--- config.mk ---
export PLATFORM = sky130hd
export DESIGN_NAME = axi_lite_decoder_nslave
export DESIGN_NICKNAME = d
export VERILOG_FILES = /design/src/rtl/axi_lite_decoder_nslave.sv
export SDC_FILE = /design/constraint.sdc
export NUM_CORES = 1
export LEC_CHECK = 0
export ABC_CLOCK_PERIOD_IN_PS = 12000
export BUFFER_PORTS_ARGS = -buffer_cell sky130_fd_sc_hd__buf_2
export CAP_MARGIN = 10
export CORE_AREA = 10 10 171 173
export DETAILED_ROUTE_END_ITERATION = 12
export DIE_AREA = 0 0 181 183
export GPL_TIMING_DRIVEN = 0
export PLACE_DENSITY = 0.69
export SYNTH_ARGS = -nofsm -noshare
export SYNTH_HDL_FRONTEND = slang
export SYNTH_SLANG_ARGS = --single-unit
export TNS_END_PERCENT = 1
--- constraint.sdc ---
create_clock -name clk -period 12 [get_ports clk]
set_clock_uncertainty 0.2 [all_clocks]
set_input_delay 3 -clock clk [delete_from_list [all_inputs] [get_ports clk]]
set_output_delay 3 -clock clk [all_outputs]
set_load 0.01 [all_outputs]
--- src/rtl/axi_lite_decoder_nslave.sv ---
// Purpose : single-master to NUM_SLAVES AXI4-Lite address router with a base/mask map,
//           an unmapped-address default responder, per-engine watchdog and error counters.
// Latency : read/write hit = 3 cycles from master handshake to master rvalid/bvalid with
//           zero-wait slaves; a decode miss answers 1 cycle after the handshake.
// Backpressure: one outstanding transaction per engine; the master ar/aw/w channels are
//           refused until the previous response has been taken (rvalid&rready, bvalid&bready).
// Ports   : clk/reset (async, active-high); i_m_axi_* / o_m_axi_* master side (no resp codes);
//           o_s_axi_* shared address/data broadcast plus one-hot per-slave strobes,
//           i_s_axi_* per-slave readies/valids and flattened read data;
//           o_decerr_cnt / o_timeout_cnt saturating counters, o_err_pulse single-cycle flag.
module axi_lite_decoder_nslave #(
    parameter int NUM_SLAVES     = 4,
    parameter int ADDR_WIDTH     = 32,
    parameter int DATA_WIDTH     = 32,
    parameter logic [NUM_SLAVES*ADDR_WIDTH-1:0] SLAVE_BASE =
        {32'h0300_0000, 32'h0200_0000, 32'h0100_0000, 32'h0000_0000},
    parameter logic [NUM_SLAVES*ADDR_WIDTH-1:0] SLAVE_MASK = {NUM_SLAVES{32'hFF00_0000}},
    parameter logic [DATA_WIDTH-1:0] DEFAULT_RDATA = 32'hDEAD_BEEF,
    parameter int TIMEOUT_CYCLES = 1024,
    parameter int CNT_WIDTH      = 16
) (
    input  logic                      clk,
    input  logic                      reset,
    // master write address / data / response
    input  logic                      i_m_axi_awvalid,
    output logic                      o_m_axi_awready,
    input  logic [ADDR_WIDTH-1:0]     i_m_axi_awaddr,
    input  logic [2:0]                i_m_axi_awprot,
    input  logic                      i_m_axi_wvalid,
    output logic                      o_m_axi_wready,
    input  logic [DATA_WIDTH-1:0]     i_m_axi_wdata,
    input  logic [DATA_WIDTH/8-1:0]   i_m_axi_wstrb,
    output logic                      o_m_axi_bvalid,
    input  logic                      i_m_axi_bready,
    // master read address / data
    input  logic                      i_m_axi_arvalid,
    output logic                      o_m_axi_arready,
    input  logic [ADDR_WIDTH-1:0]     i_m_axi_araddr,
    input  logic [2:0]                i_m_axi_arprot,
    output logic                      o_m_axi_rvalid,
    input  logic                      i_m_axi_rready,
    output logic [DATA_WIDTH-1:0]     o_m_axi_rdata,
    // slave side, shared payload
    output logic [ADDR_WIDTH-1:0]     o_s_axi_awaddr,
    output logic [2:0]                o_s_axi_awprot,
    output logic [DATA_WIDTH-1:0]     o_s_axi_wdata,
    output logic [DATA_WIDTH/8-1:0]   o_s_axi_wstrb,
    output logic [ADDR_WIDTH-1:0]     o_s_axi_araddr,
    output logic [2:0]                o_s_axi_arprot,
    // slave side, per-slave strobes
    output logic [NUM_SLAVES-1:0]     o_s_axi_awvalid,
    output logic [NUM_SLAVES-1:0]     o_s_axi_wvalid,
    output logic [NUM_SLAVES-1:0]     o_s_axi_bready,
    output logic [NUM_SLAVES-1:0]     o_s_axi_arvalid,
    output logic [NUM_SLAVES-1:0]     o_s_axi_rready,
    input  logic [NUM_SLAVES-1:0]     i_s_axi_awready,
    input  logic [NUM_SLAVES-1:0]     i_s_axi_wready,
    input  logic [NUM_SLAVES-1:0]     i_s_axi_bvalid,
    input  logic [NUM_SLAVES-1:0]     i_s_axi_arready,
    input  logic [NUM_SLAVES-1:0]     i_s_axi_rvalid,
    input  logic [NUM_SLAVES*DATA_WIDTH-1:0] i_s_axi_rdata,
    // status
    output logic [CNT_WIDTH-1:0]      o_decerr_cnt,
    output logic [CNT_WIDTH-1:0]      o_timeout_cnt,
    output logic                      o_err_pulse
);

    localparam int SEL_W = (NUM_SLAVES > 1) ? $clog2(NUM_SLAVES) : 1;
    // watchdog only has to reach TIMEOUT_CYCLES-1: expiry is seen on the last counted cycle
    localparam int WD_W  = (TIMEOUT_CYCLES > 1) ? $clog2(TIMEOUT_CYCLES) : 1;
    localparam logic [WD_W-1:0] WD_LIM = WD_W'((TIMEOUT_CYCLES > 0) ? TIMEOUT_CYCLES - 1 : 0);
    localparam logic [WD_W-1:0] WD_ONE = WD_W'(1);

    typedef enum logic [1:0] {R_IDLE, R_REQ, R_WAIT, R_RESP} rd_state_t;
    typedef enum logic [1:0] {W_IDLE, W_REQ, W_WAIT, W_RESP} wr_state_t;

    // returns {hit, index}; scanning downwards makes the lowest matching index win
    function automatic logic [SEL_W:0] f_decode(input logic [ADDR_WIDTH-1:0] addr);
        logic [SEL_W:0]      res;
        logic [ADDR_WIDTH-1:0] m;
        res = '0;
        for (int i = NUM_SLAVES - 1; i >= 0; i--) begin
            m = SLAVE_MASK[i*ADDR_WIDTH +: ADDR_WIDTH];
            if ((addr & m) == (SLAVE_BASE[i*ADDR_WIDTH +: ADDR_WIDTH] & m))
                res = {1'b1, SEL_W'(i)};
        end
        return res;
    endfunction

    function automatic logic [NUM_SLAVES-1:0] f_onehot(input logic [SEL_W-1:0] idx);
        logic [NUM_SLAVES-1:0] v;
        v      = '0;
        v[idx] = 1'b1;
        return v;
    endfunction

    function automatic logic [CNT_WIDTH-1:0] f_sat_add(input logic [CNT_WIDTH-1:0] a,
                                                       input logic [1:0] inc);
        logic [CNT_WIDTH:0] s;
        s = {1'b0, a} + {{(CNT_WIDTH-1){1'b0}}, inc};
        return s[CNT_WIDTH] ? {CNT_WIDTH{1'b1}} : s[CNT_WIDTH-1:0];
    endfunction

    // ------------------------------------------------------------------ read engine
    rd_state_t          r_rd_state, w_rd_next;
    logic [SEL_W-1:0]   r_rd_sel, w_rd_sel_n;
    logic [WD_W-1:0]    r_rd_wdog;
    logic [SEL_W:0]     w_ar_dec;
    logic               w_ar_hs, w_rd_to, w_rd_miss, w_rd_tout, w_rd_ld_dflt, w_rd_ld_slv;

    assign o_m_axi_arready = ~reset & (r_rd_state == R_IDLE);
    assign w_ar_hs    = o_m_axi_arready & i_m_axi_arvalid;
    assign w_ar_dec   = f_decode(i_m_axi_araddr);
    assign w_rd_sel_n = w_ar_hs ? w_ar_dec[SEL_W-1:0] : r_rd_sel;
    assign w_rd_to    = (TIMEOUT_CYCLES != 0) && (r_rd_wdog == WD_LIM) &&
                        ((r_rd_state == R_REQ) || (r_rd_state == R_WAIT));

    always_comb begin
        w_rd_next    = r_rd_state;
        w_rd_miss    = 1'b0;
        w_rd_tout    = 1'b0;
        w_rd_ld_dflt = 1'b0;
        w_rd_ld_slv  = 1'b0;
        case (r_rd_state)
            R_IDLE: if (w_ar_hs) begin
                if (w_ar_dec[SEL_W]) begin
                    w_rd_next = R_REQ;
                end else begin
                    w_rd_next    = R_RESP;
                    w_rd_miss    = 1'b1;
                    w_rd_ld_dflt = 1'b1;
                end
            end
            R_REQ: begin
                if (w_rd_to) begin
                    w_rd_next    = R_RESP;
                    w_rd_tout    = 1'b1;
                    w_rd_ld_dflt = 1'b1;
                end else if (i_s_axi_arready[r_rd_sel]) begin
                    w_rd_next = R_WAIT;
                end
            end
            R_WAIT: begin
                // real data arriving on the expiry cycle still wins over the default
                if (i_s_axi_rvalid[r_rd_sel]) begin
                    w_rd_next   = R_RESP;
                    w_rd_ld_slv = 1'b1;
                end else if (w_rd_to) begin
                    w_rd_next    = R_RESP;
                    w_rd_tout    = 1'b1;
                    w_rd_ld_dflt = 1'b1;
                end
            end
            R_RESP: if (i_m_axi_rready) w_rd_next = R_IDLE;
            default: w_rd_next = R_IDLE;
        endcase
    end

    always_ff @(posedge clk or posedge reset) begin
        if (reset) begin
            r_rd_state      <= R_IDLE;
            r_rd_sel        <= '0;
            r_rd_wdog       <= '0;
            o_s_axi_arvalid <= '0;
            o_s_axi_rready  <= '0;
            o_m_axi_rvalid  <= 1'b0;
            o_m_axi_rdata   <= '0;
            o_s_axi_araddr  <= '0;
            o_s_axi_arprot  <= '0;
        end else begin
            r_rd_state      <= w_rd_next;
            r_rd_sel        <= w_rd_sel_n;
            r_rd_wdog       <= ((r_rd_state == R_REQ) || (r_rd_state == R_WAIT)) ?
                               r_rd_wdog + WD_ONE : '0;
            // strobes are registered from the next state so they align with it
            o_s_axi_arvalid <= (w_rd_next == R_REQ)  ? f_onehot(w_rd_sel_n) : '0;
            o_s_axi_rready  <= (w_rd_next == R_WAIT) ? f_onehot(w_rd_sel_n) : '0;
            o_m_axi_rvalid  <= (w_rd_next == R_RESP);
            if (w_ar_hs) begin
                o_s_axi_araddr <= i_m_axi_araddr;
                o_s_axi_arprot <= i_m_axi_arprot;
            end
            if (w_rd_ld_dflt)
                o_m_axi_rdata <= DEFAULT_RDATA;
            else if (w_rd_ld_slv)
                o_m_axi_rdata <= i_s_axi_rdata[r_rd_sel*DATA_WIDTH +: DATA_WIDTH];
        end
    end

    // ----------------------------------------------------------------- write engine
    wr_state_t          r_wr_state, w_wr_next;
    logic [SEL_W-1:0]   r_wr_sel, w_wr_sel_n;
    logic [WD_W-1:0]    r_wr_wdog;
    logic [SEL_W:0]     w_aw_dec;
    logic               w_wr_acc, w_wr_to, w_wr_miss, w_wr_tout;
    logic               r_aw_done, r_w_done, w_aw_done_n, w_w_done_n;

    // address and data are only taken together, so one handshake covers both channels
    assign w_wr_acc        = ~reset & (r_wr_state == W_IDLE) & i_m_axi_awvalid & i_m_axi_wvalid;
    assign o_m_axi_awready = w_wr_acc;
    assign o_m_axi_wready  = w_wr_acc;
    assign w_aw_dec   = f_decode(i_m_axi_awaddr);
    assign w_wr_sel_n = w_wr_acc ? w_aw_dec[SEL_W-1:0] : r_wr_sel;
    assign w_wr_to    = (TIMEOUT_CYCLES != 0) && (r_wr_wdog == WD_LIM) &&
                        ((r_wr_state == W_REQ) || (r_wr_state == W_WAIT));

    always_comb begin
        w_wr_next   = r_wr_state;
        w_wr_miss   = 1'b0;
        w_wr_tout   = 1'b0;
        w_aw_done_n = 1'b0;
        w_w_done_n  = 1'b0;
        case (r_wr_state)
            W_IDLE: if (w_wr_acc) begin
                if (w_aw_dec[SEL_W]) begin
                    w_wr_next = W_REQ;
                end else begin
                    w_wr_next = W_RESP;
                    w_wr_miss = 1'b1;
                end
            end
            W_REQ: begin
                w_aw_done_n = r_aw_done | i_s_axi_awready[r_wr_sel];
                w_w_done_n  = r_w_done  | i_s_axi_wready[r_wr_sel];
                if (w_wr_to) begin
                    w_wr_next = W_RESP;
                    w_wr_tout = 1'b1;
                end else if (w_aw_done_n && w_w_done_n) begin
                    w_wr_next = W_WAIT;
                end
            end
            W_WAIT: begin
                if (i_s_axi_bvalid[r_wr_sel]) begin
                    w_wr_next = W_RESP;
                end else if (w_wr_to) begin
                    w_wr_next = W_RESP;
                    w_wr_tout = 1'b1;
                end
            end
            W_RESP: if (i_m_axi_bready) w_wr_next = W_IDLE;
            default: w_wr_next = W_IDLE;
        endcase
    end

    always_ff @(posedge clk or posedge reset) begin
        if (reset) begin
            r_wr_state      <= W_IDLE;
            r_wr_sel        <= '0;
            r_wr_wdog       <= '0;
            r_aw_done       <= 1'b0;
            r_w_done        <= 1'b0;
            o_s_axi_awvalid <= '0;
            o_s_axi_wvalid  <= '0;
            o_s_axi_bready  <= '0;
            o_m_axi_bvalid  <= 1'b0;
            o_s_axi_awaddr  <= '0;
            o_s_axi_awprot  <= '0;
            o_s_axi_wdata   <= '0;
            o_s_axi_wstrb   <= '0;
        end else begin
            r_wr_state      <= w_wr_next;
            r_wr_sel        <= w_wr_sel_n;
            r_wr_wdog       <= ((r_wr_state == W_REQ) || (r_wr_state == W_WAIT)) ?
                               r_wr_wdog + WD_ONE : '0;
            r_aw_done       <= (w_wr_next == W_REQ) & w_aw_done_n;
            r_w_done        <= (w_wr_next == W_REQ) & w_w_done_n;
            // each strobe falls on its own once its ready has been seen
            o_s_axi_awvalid <= (w_wr_next == W_REQ) ?
                               (f_onehot(w_wr_sel_n) & ~{NUM_SLAVES{w_aw_done_n}}) : '0;
            o_s_axi_wvalid  <= (w_wr_next == W_REQ) ?
                               (f_onehot(w_wr_sel_n) & ~{NUM_SLAVES{w_w_done_n}}) : '0;
            o_s_axi_bready  <= (w_wr_next == W_WAIT) ? f_onehot(w_wr_sel_n) : '0;
            o_m_axi_bvalid  <= (w_wr_next == W_RESP);
            // a missed write is dropped, so the slave-side payload keeps its old value
            if (w_wr_acc && w_aw_dec[SEL_W]) begin
                o_s_axi_awaddr <= i_m_axi_awaddr;
                o_s_axi_awprot <= i_m_axi_awprot;
                o_s_axi_wdata  <= i_m_axi_wdata;
                o_s_axi_wstrb  <= i_m_axi_wstrb;
            end
        end
    end

    // ----------------------------------------------------------------- error status
    always_ff @(posedge clk or posedge reset) begin
        if (reset) begin
            o_decerr_cnt  <= '0;
            o_timeout_cnt <= '0;
            o_err_pulse   <= 1'b0;
        end else begin
            o_decerr_cnt  <= f_sat_add(o_decerr_cnt,  {1'b0, w_rd_miss} + {1'b0, w_wr_miss});
            o_timeout_cnt <= f_sat_add(o_timeout_cnt, {1'b0, w_rd_tout} + {1'b0, w_wr_tout});
            o_err_pulse   <= w_rd_miss | w_wr_miss | w_rd_tout | w_wr_tout;
        end
    end

endmodule

### After elaboration in Yosys (flattened, before gate mapping)

Index checks and enable logic that the tools add are counted.

| word-level totals | value |
|---|---|
| flip-flop bits (word level) | 223 |
| bits in latches | 0 |
| RAM bits | 0 |
| memory bits (read-only) | 0 |
| input bits | 261 |
| logic and storage cells | 156 |
| memories kept | 0 |

| cells by class | value |
|---|---|
| add/sub/neg operators | 6 |
| $mul | 0 |
| divide/modulo/power cells | 0 |
| $lt $le $gt $ge | 6 |
| eq/ne operators | 20 |
| shift operators | 1 |
| mux-type cells | 68 |
| bitwise gates (word level) | 17 |
| reductions and logical operators | 13 |

Operators with widths:

| operator | count |
|---|---|
| indexed part select 128 x 8 -> 32 bit | 1 |
| logical NOT 32 bit | 2 |
| two-way mux 32 bit | 2 |
| adder 16 x 2 -> 17 bit | 2 |
| == test 8 x 2 -> 1 bit (second input constant) | 4 |
| two-way mux 16 bit | 2 |
| two-way mux 2 bit | 16 |
| two-way mux 3 bit | 8 |
| two-way mux 1 bit | 21 |
| adder 10 x 1 -> 10 bit (second input constant) | 2 |
| == test 10 bit (second input constant) | 2 |
| two-way mux 10 bit | 2 |
| two-way mux 4 bit | 5 |
| == test 2 bit (second input constant) | 8 |
| == test 8 x 1 -> 1 bit (second input constant) | 2 |
| one-hot mux 2 bit (4 select lines) | 2 |
| < comparator 2 x 3 -> 1 bit (second input constant) | 4 |
| binary-select mux 1 bit (select 2 bit) | 5 |
| bitwise AND 4 bit | 2 |
| == test 2 x 1 -> 1 bit (second input constant) | 4 |
| inverter 4 bit | 2 |
| bitwise AND 1 bit | 7 |
| logical AND 1 bit | 6 |
| OR 1 bit | 5 |
| other kinds (9) | 15 |

### Longest topological paths before layout

Gate-level depths: netlist of run 1.

| depth | value |
|---|---|
| depth in word-level cells | 12 |
| mapped depth | 13 |

### Worst setup path before layout of run 1

Ideal clock, no wire load.

| path | value |
|---|---|
| path kind | input to output |
| start point | input reset |
| end point | output o_m_axi_wready |
| arrival | 3.937 ns |
| required time | 8.800 ns |
| setup slack | 4.863 ns |
| cell stages on the path | 4 |
| path through | and4b_1 > clkbuf_1 > clkbuf_1 > buf_4 |

| on the way | value |
|---|---|
| word-level cells in the longest chain between the ends | 4 |

Ends and longest elaborated chain:

| element | line | text |
|---|---|---|
| start, declared | 23 | `input logic reset,` |
| inverter 1 bit | 199 | `assign w_wr_acc = ~reset & (r_wr_state == W_IDLE) & i_m_axi_awvalid & i_m_axi_wvalid;` |
| bitwise AND 1 bit (3 in series) | 199 |  |
| end, declared | 30 | `output logic o_m_axi_wready,` |

No other way between the ends.

### Worst setup path in the final report of run 1

Same ends and word-level chain as after synthesis.

==> summary.txt, run 1 <==
Global routing
  • First-pass GRT wire length: 53700 um
  • Initial antenna violation count: 6
  • Largest net degree at the start of global routing: 124
  • Overflow after GRT: 0
  • Gr usage total: 20.3%
  • Vias in the first global route: 9180

Setup path
  • Crit-path max FO: 11
  • CP Class: in2out
  • Startpoint Class: input port
  • CP endpoint kind: primary output
  • Worst EP arrival: around 4.3 ns
  • CP required: ~9 ns
  • Worst r2r src: r_rd_state[0]
  • Critical Path Source: reset

Placement
  • Gpl congestion: 0.831
  • Placed inst area: ~0.013 mm^2
  • Dpl ws: about 4.5 ns
  • Hpwl dp: 28500 um
  • Placed Cells: 1676
  • Port Buf Inserts: 456

STA
  • Fin crit period: roughly 7.5 ns
  • Final setup viols: 0
  • Final hold vios: 0
  • RSZ-0062 raised after global routing: no
  • Maximum clock frequency: around 130 MHz
  • Worst Tran Pin Value: around 0.87 ns
  • Final slew viol count: 0
  • Crit share post-route: roughly 63%
  • Worst Slack Setup Final: 4.46 ns
  • Worst slew margin: 42.2%
  • Final TNS setup: 0 ns

Synthesis
  • Ys async rst share: between 90% and 100%
  • Sequential fraction of the synthesis area: between 50% and 60%
  • Post-synth top flop: dfrtp_1
  • Syn Area/Cell: approximately 12 um^2
  • #FFs+latches synth: 223
  • Number of flops mapped to enable cells by yosys: 0
  • Warnings from Yosys: 0
  • Gate Count Post-Synth: around 900
  • Synthesized cell area: 0.0102 mm^2
  • Cell variety after synth: 52
  • Post-synthesis net count: approximately 1200
  • Area contributors post-synth: dfrtp_1 (55%), mux4_2 (8.2%), nand2_1 (7.9%)
  • Area share of the largest cell type after synthesis: a little over half
  • Cell taking the most area after synthesis: dfrtp_1

Route
  • Drt first pass iters: 5
  • Routed WL per cell: 20.6 um
  • DR vias/cell: slightly above 5
  • Vias: slightly below 9000
  • Final ANT Viol Nets: 0
  • Routed wire length: between 30000 and 40000 um
  • First-iteration detailed-routing DRC count: around 500
  • Drt drc: 0

Flow run
  • Total of max-cap violations: 0

Finish
  • Share of layout cells above drive strength 1: about 44%
  • Area delta synth->final: 35.3%
  • Final cell count without fillers: between 1500 and 2000
  • Finished Cell Area: roughly 0.014 mm^2
  • Final core utilization: around 53%
  • Final-stage net count: approximately 1600

Die
  • Die X-Extent: 181 um
  • Io pins: roughly 460
  • Core ar.: between 0.02 and 0.03 mm^2
  • Initial Util: between 30 and 40%
  • Die Span Y: around 180 um
  • Die area: 0.0331 mm^2
  • Rows: a little under 60

Run status
  • Status: complete, no violations

Clock network
  • Hold-fix buffers at CTS: 0
  • Root buffer cell: clkbuf_16
  • H-Tree Depth: 1
  • CTS tree: yes
  • Clk slew on worst S/H paths: 0.06 ns
  • Setup Buffers After CTS: 0
  • CTS buffer count: 25
  • Post-CTS Resized: 0
  • Longest Clk Path Bufs: 3
  • Clock Sinks: approximately 220
  • Worst-Skew Late Latency: 0.52 ns

Worst hold path
  • Worst hold path class: reg2reg
  • Hold path startpoint: o_s_axi_araddr[26]

Pwr
  • Cell Pwr Density: ~180 mW/mm^2
  • Static Leakage: about 0.0074 uW
  • VDD IR max: 0.000125 V
Yosys cell counts, types with 4 or more instances:
cell type / number
nor3_1: 8
nor2_1: 20
nand3_1: 44
a2111oi_0: 4
xnor2_1: 15
or3_1: 5
inv_1: 20
clkbuf_1: 29
and3_1: 7
a31oi_1: 8
nor2b_1: 11
nand3b_1: 4
ha_1: 14
nand4_1: 14
mux4_2: 37
xor2_1: 14
nor4_1: 14
mux2_2: 67
o21a_1: 4
and4_1: 7
and2_1: 22
dfrtp_1: 223
nor3b_1: 4
nand2_1: 213
o21ai_0: 13
a21oi_1: 14
buf_1: 9
metrics by stage:
| stage | power, uW | hold WS (ns) |
|---|---|---|
| 2_1_floorplan | 1420 | 0.231 |
| 3_3_place_gp | 1740 | 0.243 |
| 3_5_place_dp | 1760 | 0.257 |
| 4_1_cts | 2550 | 0.272 |
| 5_1_grt | 2670 | 0.289 |
| 6_report | 2520 | 0.268 |
sequential cells by signal (all words and copies together) (netlist names), 2 cells and up:
signal	flops
o_s_axi_arprot	3
o_s_axi_awaddr	32
r_rd_sel	2
o_s_axi_wvalid	4
r_rd_state	2
o_s_axi_rready	4
o_s_axi_araddr	32
o_decerr_cnt	16
o_s_axi_wdata	32
o_timeout_cnt	16
r_wr_state	2
o_s_axi_bready	4
o_s_axi_awprot	3
r_wr_wdog	10
r_wr_sel	2
o_s_axi_arvalid	4
r_rd_wdog	10
o_s_axi_wstrb	4
o_s_axi_awvalid	4
o_m_axi_rdata	32
critical path: stages:
cell and delay [ns]:
buf_2 0.16, and4b_1 0.25, clkbuf_1 0.23, clkbuf_1 0.40, buf_4 0.18, buf_2 0.12
per-layer routing:
metal	GRT usage (%)	share of wire, %
met4	6.64	3.0
met1	22.9	38
met3	5.33	7.2
met2	36.6	52
met5	0	0.042
layout make-up:
type                            count  area [um^2]
Antenna cell                        5         12.5
Buffer                             44          188
Clock buffer                       33          696
Clock inverter                     10          143
Fill cell                        2317        12000
Inverter                           20         82.6
Multi-Input combinational cell    597         4320
Sequential cell                   223         5580
Tap cell                          335          419
Timing Repair Buffer              457         2310
path summary, 6_finish.rpt:
check | to | slack (ns) | depth (start not counted)
min in group asynchronous | o_err_pulse | 2.53 | 2
max in group asynchronous | o_s_axi_wdata[27] | 8.13 | 3
worst min-delay path | o_s_axi_araddr[26] | 0.27 | 2
worst max register to register | o_decerr_cnt[9] | 7.77 | 13
worst max-delay path | o_m_axi_wready | 4.46 | 6
worst min register to register | o_s_axi_araddr[26] | 0.27 | 2
layout by cell type, fill, tap and decap left out, drive strengths merged, types with 15 or more instances in the layout:
cell type,count
nor2,20
and2,22
clkbuf,62
nand2,214
inv,21
nand3,44
dfrtp,223
mux2,67
mux4,37
xnor2,15
buf,472
cell families (layout without fill, tap and decap cells):
group	after synthesis	count (layout)	synth area share (%)
multiplexers	107	107	15.9
buffers and inverters	64	564	2.58
other	0	5	0
AND/OR/NAND/NOR	381	381	17.5
AO/OA/AOI/OAI	64	64	4.53
XOR/XNOR	29	29	2.50
flip-flops	223	223	54.9
adder cells (fa/ha/maj)	16	16	2.12
power breakdown:
group          leakage, uW  switching [uW]  total [uW]  internal [uW]
logic              0.00405             446         744            298
registers          0.00295            91.6         999            908
clock network     0.000409             306         778            472
total              0.00740             844        2520           1680
Power figures use the tool's default switching activity.
==> inputs of run 2 (changes only) <==
- ABC_CLOCK_PERIOD_IN_PS: 12000 -> 7400
- clock period: 12 -> 7.4 ns (I/O delays scaled with it)
==> run 2 against run 1 <==
Effect of this change:
- cell count rose by 0.12%
- sequential power grew 62%
- highest routed layer unchanged
- utilization up 0.19 points
- worst hold slack got worse by 0.012 ns
- clock power up 56%
- largest power group unchanged
- combinational power is 63% higher
- design area up 0.36%
- register-to-register slack worse by 4.5 ns
- total power grew 60%
==> summary.txt, run 2 (synthesis results as in run 1) <==
Clock network
  • Hold-fix buffers at CTS: 0 (unchanged)
  • Longest Clk Path Bufs: 3 (unchanged)
  • H-Tree Depth: 1 (unchanged)
  • Clk slew on worst S/H paths: 0.06 ns (about the same)
  • CTS tree: yes (unchanged)
  • CTS buffer count: 25 (unchanged)
  • Clock Sinks: 223 (unchanged)
  • Worst-Skew Late Latency: 0.53 ns (was 0.52 ns)
  • Root buffer cell: clkbuf_16 (unchanged)
  • Setup Buffers After CTS: 0 (unchanged)
  • Post-CTS Resized: 0 (unchanged)

Setup path
  • CP endpoint kind: primary output (unchanged)
  • R2R Setup Slk: 3.24 ns (was 7.77 ns)
  • CP required: 5.35 ns (was 8.80 ns)
  • R2R Path End: o_decerr_cnt[3] (was o_decerr_cnt[9])
  • CP endpoint: o_m_axi_wready (unchanged)
  • Crit-path max FO: 11 (unchanged)
  • Worst r2r src: r_rd_state[0] (unchanged)
  • Critical Path Source: reset (unchanged)
  • Reg2reg path depth: 13 (unchanged)
  • Startpoint Class: input port (unchanged)
  • CP Class: in2out (unchanged)
  • Worst EP arrival: 3.15 ns (was 4.34 ns)

Route
  • DR vias/cell: 5.05 (was 5.03)
  • Drt first pass iters: 4 (was 5)
  • Final ANT Viol Nets: 0 (unchanged)
  • Drt drc: 0 (unchanged)
  • Vias: 8722 (was 8676)
  • Routed WL per cell: 20.8 um (was 20.6 um)
  • First-iteration detailed-routing DRC count: 445 (was 509)
  • Routed wire length: 35900 um (was 35600 um)

STA
  • Worst Tran Pin Value: 0.891 ns (was 0.867 ns)
  • Final hold vios: 0 (unchanged)
  • Fin crit period: 5.20 ns
  • Worst slew margin: 40.6% (was 42.2%)
  • Final TNS setup: 0 ns (unchanged)
  • Maximum clock frequency: 192 MHz
  • RSZ-0062 raised after global routing: no (unchanged)
  • Final slew viol count: 0 (unchanged)
  • Final setup viols: 0 (unchanged)
  • Crit share post-route: a little over two thirds

Finish
  • Final-stage net count: 1650 (was 1645)
  • Area of the multi-input gates: 0.00432 mm^2 (unchanged)
  • Commonest cells after routing, fill and taps aside: buf_2 (459), dfrtp_1 (223), nand2_1 (213) (unchanged)
  • Commonest non-fill, non-tap cell in the layout: buf_2 (unchanged)
  • Fill cell count: 2332 (was 2317)
  • Reg area: 0.00558 mm^2 (unchanged)
  • Final cell count without fillers: 1726 (was 1724)
  • Area delta synth->final: 35.8% (was 35.3%)
  • Share of layout cells above drive strength 1: 44.6% (was 44.4%)

Die
  • Initial Util: 39.5% (unchanged)
  • Rows: 59 (unchanged)
  • Die area: 0.0331 mm^2 (unchanged)
  • Die X-Extent: 181 um (unchanged)
  • Io pins: 457 (unchanged)
  • Core ar.: 0.0258 mm^2 (unchanged)
  • Die Span Y: 183 um (unchanged)

Global routing
  • Vias in the first global route: 9029 (was 9180)
  • First-pass GRT wire length: 53800 um (was 53700 um)
  • Initial antenna violation count: 3 (was 6)
  • Overflow after GRT: 0 (unchanged)
  • Gr usage total: 20.5% (was 20.3%)
  • Largest net degree at the start of global routing: 40 (was 124)

Placement
  • Hpwl dp: 29200 um (was 28500 um)
  • Port Buf Inserts: 456 (unchanged)
  • Placed Cells: 1681 (was 1676)
  • Gpl congestion: 0.908 (was 0.831)

Run status
  • Status: complete, no violations (unchanged)

Pwr
  • Combinational Power Share: 29.9% (was 29.5%)
  • Sw Ratio: 34.0% (was 33.5%)
  • Clock network fraction of design power: 30.0% (was 30.9%)
  • Total internal power: 2670 uW (was 1680 uW)
  • Psw: 1370 uW (was 844 uW)
  • Static Leakage: 0.00742 uW (was 0.00740 uW)
  • Seq pwr share: 40.2% (was 39.6%)
  • Cell Pwr Density: 292 mW/mm^2 (was 183 mW/mm^2)
  • VDD IR max: 0.000130 V (was 0.000125 V)

Flow run
  • Total of max-cap violations: 0 (unchanged)

Worst hold path
  • Worst hold path class: reg2reg (unchanged)
## run 2: cell types whose count changed in the layout (fill, tap and decap cells not counted), moves of 2 or more
cell / before / now
clkinv_2: 2 / 4
clkinvlp_4: 1 / 4
diode_2: 5 / 2
buf_12: 0 / 6
bufinv_16: 3 / 1
clkinv_4: 3 / 1
## run 2: cell type report
type | instances | area share, %
Clock buffer | 33 | 5.11
Timing Repair Buffer | 462 | 17.4
Multi-Input combinational cell | 597 | 31.3
Buffer | 44 | 1.36
Inverter | 20 | 0.571
Sequential cell | 223 | 40.4
Clock inverter | 10 | 0.734
Antenna cell | 2 | 0.0363
Tap cell | 335 | 3.04
## run 2: layer usage
layer	vias up	wire, um	global-route usage, %
met5	-	7	0
met2	323	18600	37.1
li1	4066	-	-
met1	4269	13600	23.2
met4	2	1040	6.48
met3	62	2650	5.41
## run 2: worst min path at each step
stage                              end  depth (start not counted)  slack [ns]          from
final                     r_rd_wdog[0]                          1        0.26  r_rd_wdog[0]
after global routing      r_rd_wdog[0]                          1        0.28  r_rd_wdog[0]
after global placement    r_rd_wdog[0]                          1        0.25  r_rd_wdog[0]
after CTS                 r_rd_wdog[0]                          1        0.26  r_rd_wdog[0]
after detailed placement  r_rd_wdog[0]                          1        0.25  r_rd_wdog[0]
after floorplan           r_rd_wdog[0]                          1        0.23  r_rd_wdog[0]
## run 2: stage by stage
| step | area (um^2) | util, % | total power, uW | setup WS, ns | hold WS (ns) |
|---|---|---|---|---|---|
| 3_5_place_dp | 13000 | 50.4 | 2860 | 2.01 | 0.251 |
| 6_report | 13800 | 53.6 | 4040 | 2.20 | 0.256 |
| 2_1_floorplan | 10200 | - | 2310 | 2.44 | 0.231 |
| 4_1_cts | 13800 | 53.6 | 4090 | 2.21 | 0.260 |
| 5_1_grt | 13800 | 53.6 | 4290 | 2.07 | 0.280 |
| 3_3_place_gp | 12900 | 50.0 | 2820 | 0.965 | 0.246 |
## run 2: worst max-delay path: stages
cell and delay [ns]:
buf_2 0.15, and4b_1 0.24, clkbuf_1 0.23, clkbuf_1 0.38, buf_4 0.18, buf_2 0.12
## run 2: power groups by stage
stage / clock network [uW] / logic [uW] / registers (uW)
floorplan: 0 / 570 / 1740
global placement: 0 / 1190 / 1630
detailed placement: 0 / 1220 / 1640
CTS: 1240 / 1230 / 1620
global route: 1290 / 1340 / 1660
finish: 1210 / 1210 / 1620
